==> config.mk <==
export PLATFORM = sky130hd
export DESIGN_NAME = paddle_ctrl
export DESIGN_NICKNAME = d
export VERILOG_FILES = /design/src/rtl/pong_pkg.sv /design/src/rtl/paddle_step_ramp.sv /design/src/rtl/paddle_ctrl.sv
export SDC_FILE = /design/constraint.sdc
export NUM_CORES = 1
export LEC_CHECK = 0
export CAP_MARGIN = 20
export CORE_MARGIN = 4
export CORE_UTILIZATION = 40
export DETAILED_ROUTE_END_ITERATION = 10
export PLACE_DENSITY = 0.79
export SETUP_SLACK_MARGIN = 0.4
export SYNTH_ARGS = -nofsm -noshare
export SYNTH_HDL_FRONTEND = slang
export SYNTH_HIERARCHICAL = 1
export SYNTH_SLANG_ARGS = --single-unit
==> constraint.sdc <==
create_clock -name frame_clk -period 5.9 [get_ports frame_clk]
set_input_delay 0.59 -clock frame_clk [delete_from_list [all_inputs] [get_ports frame_clk]]
set_output_delay 0.59 -clock frame_clk [all_outputs]
set_load 0.1 [all_outputs]
==> src/rtl/pong_pkg.sv <==
// Shared pong types: coordinates, keycodes, playfield bounds and paddle directions.
// Both paddle instances and the ball logic import this package.
package pong_pkg;

  typedef logic [9:0]         coord_t;
  typedef logic signed [10:0] pos_t;

  localparam logic [7:0] KEY_W = 8'h1A;
  localparam logic [7:0] KEY_S = 8'h16;

  localparam int Y_MIN = 20;
  localparam int Y_MAX = 461;

  // IDLE doubles as the "no direction" value for key requests and AI decisions.
  typedef enum logic [1:0] {
    IDLE = 2'd0,
    UP   = 2'd1,
    DOWN = 2'd2
  } paddle_dir_e;

  function automatic pos_t clamp_pos(input pos_t v, input pos_t lo, input pos_t hi);
    if (v < lo) return lo;
    if (v > hi) return hi;
    return v;
  endfunction

endpackage

==> src/rtl/paddle_step_ramp.sv <==
// Momentum ramp for the paddle: step grows by one every ACCEL_FRAMES held frames
// up to STEP_MAX, and collapses back to STEP_MIN on release, new direction or wall contact.
module paddle_step_ramp #(
  parameter int STEP_MIN     = 2,
  parameter int STEP_MAX     = 8,
  parameter int ACCEL_FRAMES = 4,
  parameter int SW           = 4,
  parameter int HW           = 3
) (
  input  logic          clk,
  input  logic          reset,
  input  logic          clear,
  input  logic          enter,
  input  logic          advance,
  input  logic          wall,
  output logic [SW-1:0] step,
  output logic [HW-1:0] hold_cnt
);

  localparam logic [SW-1:0] S_MIN = SW'(STEP_MIN);
  localparam logic [SW-1:0] S_MAX = SW'(STEP_MAX);
  localparam logic [HW-1:0] H_ACC = HW'(ACCEL_FRAMES);
  localparam logic [HW-1:0] H_ONE = HW'(1);

  logic [HW-1:0] hold_inc;

  assign hold_inc = hold_cnt + H_ONE;

  // Wall contact wins over a fresh entry so a move that lands on a bound restarts slow.
  always_ff @(posedge clk) begin
    if (reset || clear || wall) begin
      step     <= S_MIN;
      hold_cnt <= '0;
    end else if (enter) begin
      step     <= S_MIN;
      hold_cnt <= H_ONE;
    end else if (advance) begin
      if (hold_inc == H_ACC) begin
        hold_cnt <= '0;
        if (step < S_MAX) begin
          step <= step + 1'b1;
        end
      end else begin
        hold_cnt <= hold_inc;
      end
    end
  end

endmodule

==> src/rtl/paddle_ctrl.sv <==
// One pong paddle: keyboard or ball-tracking AI movement with momentum, clamped
// to the playfield. Geometry outputs feed the ball collision logic.
//
//   state | meaning
//   ------+----------------------------------------------
//   IDLE  | no direction held; paddle stationary
//   UP    | moving towards smaller Y (subtract step)
//   DOWN  | moving towards larger Y (add step)
module paddle_ctrl #(
  parameter int         PADDLE_X     = 40,
  parameter int         Y_CENTER     = 240,
  parameter int         HALF_LEN     = 32,
  parameter int         HALF_W       = 4,
  parameter int         Y_MIN        = pong_pkg::Y_MIN,
  parameter int         Y_MAX        = pong_pkg::Y_MAX,
  parameter int         STEP_MIN     = 2,
  parameter int         STEP_MAX     = 8,
  parameter int         ACCEL_FRAMES = 4,
  parameter logic [7:0] KEY_UP       = pong_pkg::KEY_W,
  parameter logic [7:0] KEY_DOWN     = pong_pkg::KEY_S,
  parameter int         AI_DELAY     = 3,
  parameter int         DEADBAND     = 4
) (
  input  logic       frame_clk,
  input  logic       Reset,
  input  logic [7:0] keycode,
  input  logic       ai_en,
  input  logic [9:0] BallX,
  input  logic [9:0] BallY,
  output logic [9:0] PaddleX,
  output logic [9:0] PaddleY,
  output logic [9:0] PaddleL,
  output logic [9:0] PaddleW,
  output logic       at_limit
);

  import pong_pkg::*;

  localparam int SW = $clog2(STEP_MAX + 1);
  localparam int HW = $clog2(ACCEL_FRAMES + 1);
  localparam int CW = (AI_DELAY > 0) ? $clog2(AI_DELAY + 1) : 1;

  localparam pos_t            YTOP   = pos_t'(Y_MIN + HALF_LEN);
  localparam pos_t            YBOT   = pos_t'(Y_MAX - HALF_LEN);
  localparam pos_t            DB     = pos_t'(DEADBAND);
  localparam logic [SW-1:0]   S_MIN  = SW'(STEP_MIN);
  localparam logic [CW-1:0]   C_LAST = CW'(AI_DELAY);

  paddle_dir_e   state_q, state_d;
  paddle_dir_e   ai_dir_q, ai_dir_d;
  paddle_dir_e   dir_req, ai_pick;
  logic [CW-1:0] ai_cnt_q, ai_cnt_d;
  logic          ai_en_q, ai_toggle;
  coord_t        y_q, y_d;
  logic          at_limit_d;

  logic [SW-1:0] step, move;
  logic [HW-1:0] unused_hold_cnt;
  logic          ramp_clear, ramp_enter, ramp_advance, at_bound;
  pos_t          y_sum, y_clamped, ball_diff;

  logic          unused_ballx;
  assign unused_ballx = ^BallX;

  assign PaddleX = 10'(PADDLE_X);
  assign PaddleL = 10'(HALF_LEN);
  assign PaddleW = 10'(HALF_W);
  assign PaddleY = y_q;

  assign ai_toggle = ai_en ^ ai_en_q;

  paddle_step_ramp #(
    .STEP_MIN     (STEP_MIN),
    .STEP_MAX     (STEP_MAX),
    .ACCEL_FRAMES (ACCEL_FRAMES),
    .SW           (SW),
    .HW           (HW)
  ) u_ramp (
    .clk      (frame_clk),
    .reset    (Reset),
    .clear    (ramp_clear),
    .enter    (ramp_enter),
    .advance  (ramp_advance),
    .wall     (at_bound),
    .step     (step),
    .hold_cnt (unused_hold_cnt)
  );

  always_comb begin
    dir_req = IDLE;
    if (ai_en) begin
      dir_req = ai_dir_q;
    end else if (keycode == KEY_UP) begin
      dir_req = UP;
    end else if (keycode == KEY_DOWN) begin
      dir_req = DOWN;
    end
  end

  // Next state, move amount and clamp. A mode switch freezes the paddle for one frame.
  always_comb begin
    state_d      = state_q;
    ramp_clear   = 1'b0;
    ramp_enter   = 1'b0;
    ramp_advance = 1'b0;
    move         = '0;

    if (ai_toggle || dir_req == IDLE) begin
      state_d    = IDLE;
      ramp_clear = 1'b1;
    end else if (state_q == IDLE || dir_req != state_q) begin
      state_d    = dir_req;
      ramp_enter = 1'b1;
      move       = S_MIN;
    end else begin
      ramp_advance = 1'b1;
      move         = step;
    end

    y_sum = pos_t'(y_q) + pos_t'(move);
    if (state_d == UP) begin
      y_sum = pos_t'(y_q) - pos_t'(move);
    end

    y_clamped  = clamp_pos(y_sum, YTOP, YBOT);
    at_bound   = (y_clamped == YTOP) || (y_clamped == YBOT);
    y_d        = y_clamped[9:0];
    at_limit_d = at_bound;
  end

  always_comb begin
    ball_diff = pos_t'(BallY) - pos_t'(y_q);
    ai_pick   = DOWN;
    if (ball_diff <= DB && ball_diff >= -DB) begin
      ai_pick = IDLE;
    end else if (ball_diff[10]) begin
      ai_pick = UP;
    end

    ai_cnt_d = ai_cnt_q + 1'b1;
    ai_dir_d = ai_dir_q;
    if (ai_toggle) begin
      ai_cnt_d = '0;
      ai_dir_d = IDLE;
    end else if (ai_cnt_q == C_LAST) begin
      ai_cnt_d = '0;
      ai_dir_d = ai_pick;
    end
  end

  always_ff @(posedge frame_clk) begin
    if (Reset) begin
      state_q  <= IDLE;
      y_q      <= coord_t'(Y_CENTER);
      ai_cnt_q <= '0;
      ai_dir_q <= IDLE;
      ai_en_q  <= 1'b0;
      at_limit <= 1'b0;
    end else begin
      state_q  <= state_d;
      y_q      <= y_d;
      ai_cnt_q <= ai_cnt_d;
      ai_dir_q <= ai_dir_d;
      ai_en_q  <= ai_en;
      at_limit <= at_limit_d;
    end
  end

endmodule

==> run_results.csv, run 1 <==
group,metric,value,unit
run_status,outcome,"complete, no violations",
worst_setup_path,cp.required,6070,ps
pwr,leakagePower,1.381,nW
worst_setup_path,start_kind,"input pin",
worst_setup_path,crit_type,"in -> reg",
die,rows,29,
worst_setup_path,r2r.worst_path.cells,20,
die,io-pin-count,72,
timing,rsz0062_at_grt,"false",
layout,multi_input_area,2014,um^2
routing,totalWireLength,6013,um
die,die-area,7888,um^2
logic_synthesis,synth_edf_count,0,
pwr,peakVddDrop,0.1507,mV
routing,drc,0,
timing,maxSlewViolCount,0,
grt,grt_pass1_vias,2141,
logic_synthesis,synthFlopType,"dfxtp_1",
timing,fin_crit,5347,ps
die,fp.dieW,88.82,um
clock_network,clock_path_buffers,2,
timing,final_hold_viol_count,0,
clock_network,numCtsBuffers,3,
logic_synthesis,yosys_warnings,6,
grt,overflow,0,
clock_network,cts_tree,"yes",
timing,fmax,0.1870,GHz
timing,holdWs,437.7,ps
worst_setup_path,end_kind,"flip-flop",
timing,setup_viol,0,
min_path,whs_endpoint,"ai_cnt_q[0]$_SDFF_PP0_",
grt,globalRouteTotalUtil,0.1449,
clock_network,htreeDepth,1,
routing,drt_iter0_markers,64,
grt,grt_max_degree,14,
logic_synthesis,yosys.cell_types.count,65,
clock_network,clkLatencyLatePin,270,ps
timing,period_share,0.9062,
logic_synthesis,async_reset_ff_frac,0,
die,initial_core_util,0.4114,
routing,wl_per_cell,13.39,um
layout,seq_area,500.5,um^2
logic_synthesis,avgSynthCellArea,7.917,um^2
die,core_area,6350,um^2
clock_network,clock-root-buffer,"clkbuf_8",
logic_synthesis,ys_seq_area_frac,0.1916,
worst_setup_path,cp_max_fo,6,
routing,vias,2360,
timing,fin_skew,8.848,ps
clock_network,cts.clk_slew.worst_paths,90,ps
layout,diodes,0,
worst_setup_path,r2r_end,"u_ramp/step[1]$_SDFFE_PP1P_",
logic_synthesis,synthCells,330,
layout,synthToLayoutAreaGrowth,20.88,%
timing,slew_headroom,0.3475,
placed_design,hpwl,4870,um
layout,final_nets,433,
pwr,pwr_density_cell,258.7,nW/um^2
timing,tns,0,ps
worst_setup_path,r2r-start,"ai_dir_q[1]$_SDFFE_PP0P_",
logic_synthesis,synth.ff_latch_count,25,
die,die_h,88.82,um
worst_setup_path,critPathArrivalTime,5520,ps
logic_synthesis,syn_area,2613,um^2
routing,first_pass_iters,4,
clock_network,cts_num_sinks,25,
min_path,holdPathStages,1,
placed_design,place_ws,1.700,ps
grt,grt_pass1_wl,9204,um
layout,drive_gt1_frac,0.1478,
routing,routed_via_density,5.256,
placed_design,place_congestion,0.8235,
routing,ant_nets,0,
layout,nFillCells,600,
min_path,hold_path_class,"reg -> reg",
flow_run,maxCapViolations,0,
worst_setup_path,cp-startpoint,"keycode[6]",
worst_setup_path,reg2reg_slack,1220,ps
timing,worst_pin_slew,975.7,ps
placed_design,port_buffers,31,
min_path,hp-start,"ai_cnt_q[0]$_SDFF_PP0_",
grt,grt_antenna_before_repair,0,
timing,layout_setup_ws,553.2,ps
[per-layer routing]
| layer | vias up | share of wire | global-route usage |
|---|---|---|---|
| li1 | 1205 | - | - |
| met1 | 1089 | 0.44 | 0.1851 |
| met2 | 57 | 0.49 | 0.2578 |
| met3 | 9 | 0.049 | 0.02048 |
| met4 | 0 | 0.017 | 0.03022 |
| met5 | - | 0 | 0 |
[synth_stat cells (3+ instances only)]
cell	n	area, um^2
nor2_1	34	127.6
buf_4	30	225.2
ha_1	27	337.8
inv_1	26	97.59
dfxtp_1	25	500.5
a21oi_1	20	100.1
nand2_1	17	63.81
nand2b_1	11	68.82
o21ai_0	11	55.05
nor2b_1	9	56.30
xor2_1	9	78.83
nand3_1	6	30.03
nor3_1	6	30.03
nor4_1	5	31.28
o21a_1	5	37.54
o31ai_1	5	37.54
a31oi_1	4	25.02
and2_1	4	25.02
or3_1	4	25.02
a21o_1	3	22.52
a32oi_1	3	26.28
mux2i_1	3	30.03
nand3b_1	3	22.52
xnor2_1	3	26.28
[layout make-up]
type	instances	share of cell area
repair buffers	43	0.1280
inverters	26	0.03090
well taps	77	0.03051
flip-flops and latches	25	0.1585
multi-input cells	274	0.6379
clock buffers	4	0.01426
[what timing repair did]
item	CTS	global route
hold buffers	0	0
buffers inserted	0	7
pin swaps	0	11
gates resized for setup	2	28
setup endpoints to repair	6	6
[state kept, by name, indices dropped and copies added, names as in the netlist]
signal           flops
PaddleY             10
ai_cnt_q             2
ai_dir_q             2
ai_en_q              1
at_limit             1
state_q              2
u_ramp/hold_cnt      3
u_ramp/step          4
[worst max-delay path, cell delays in order]
cell,delay [ps]
clkdlybuf4s50_1,450
nor4b_4,400
a32oi_2,190
xor2_1,190
a32o_2,320
nand2b_4,90
nand2_1,60
ha_1,280
mux2_2,310
fa_2,430
nand2b_4,170
a21oi_4,150
nor3_1,100
or3b_1,360
and2_2,210
a32oi_2,220
a32o_2,170
nand2_1,80
or4_4,590
nand2b_1,160
[power by group]
part / internal (W) / leakage, nW / total (W) / switching [W]
Sequential: 0.000183 / 0.205 / 0.000199 / 0.0000158
Clock: 0.0000483 / 0.0228 / 0.0000997 / 0.0000514
Combinational: 0.000167 / 1.15 / 0.000519 / 0.000352
[through the flow]
stage | std cells | total power (W) | utilization | instance area [um^2]
2_1_floorplan | 359 | 0.0006015 | - | 2721
3_3_place_gp | 438 | 0.0006733 | 0.4591 | 2915
3_5_place_dp | 438 | 0.0006814 | 0.4591 | 2915
4_1_cts | 442 | 0.0007827 | 0.4674 | 2968
5_1_grt | 449 | 0.0008644 | 0.4973 | 3158
6_report | 449 | 0.0008169 | 0.4973 | 3158
[cells by family after synthesis]
group | count (synthesis) | share of synthesized area
XOR/XNOR | 12 | 0.04023
buffers and inverters | 60 | 0.1331
adder cells (fa/ha/maj) | 29 | 0.1446
flip-flops | 25 | 0.1916
other | 2 | 0.002875
AO/OA/AOI/OAI | 79 | 0.2122
multiplexers | 5 | 0.02011
AND/OR/NAND/NOR | 118 | 0.2553
[cell usage in the layout (no fill, tap or decap), types with 9 or more instances in the layout]
cell             netlist  final
xor2_1                 9      9
dfxtp_1               25     25
ha_1                  27     24
clkdlybuf4s50_1        0     31
inv_1                 26     26
nand2_1               17     16
conb_1                 2     31
o21ai_0               11     10
buf_4                 30     11
a21oi_1               20     19
nor2_1                34     33
[worst max-delay path by stage]
stage | cells after the start | to | slack [ps]
2_1_floorplan | 21 | u_ramp/step[1]$_SDFFE_PP1P_ | 610
3_3_place_gp | 20 | u_ramp/step[1]$_SDFFE_PP1P_ | 120
3_5_place_dp | 20 | u_ramp/step[1]$_SDFFE_PP1P_ | 2
4_1_cts | 21 | u_ramp/step[1]$_SDFFE_PP1P_ | 440
5_1_grt | 21 | u_ramp/step[1]$_SDFFE_PP1P_ | 360
6_report | 20 | u_ramp/step[1]$_SDFFE_PP1P_ | 550
Power figures use the tool's default switching activity.
==> inputs of run 2 (changes only) <==
--- a/config.mk
+++ b/config.mk
@@ -8,6 +8,7 @@
 export CAP_MARGIN = 20
 export CORE_MARGIN = 4
 export CORE_UTILIZATION = 40
+export CTS_CLUSTER_SIZE = 10
 export DETAILED_ROUTE_END_ITERATION = 10
 export PLACE_DENSITY = 0.79
 export SETUP_SLACK_MARGIN = 0.4
==> results of run 2 <==
No change in the layout: final DEF, timing and power equal those of run 1.
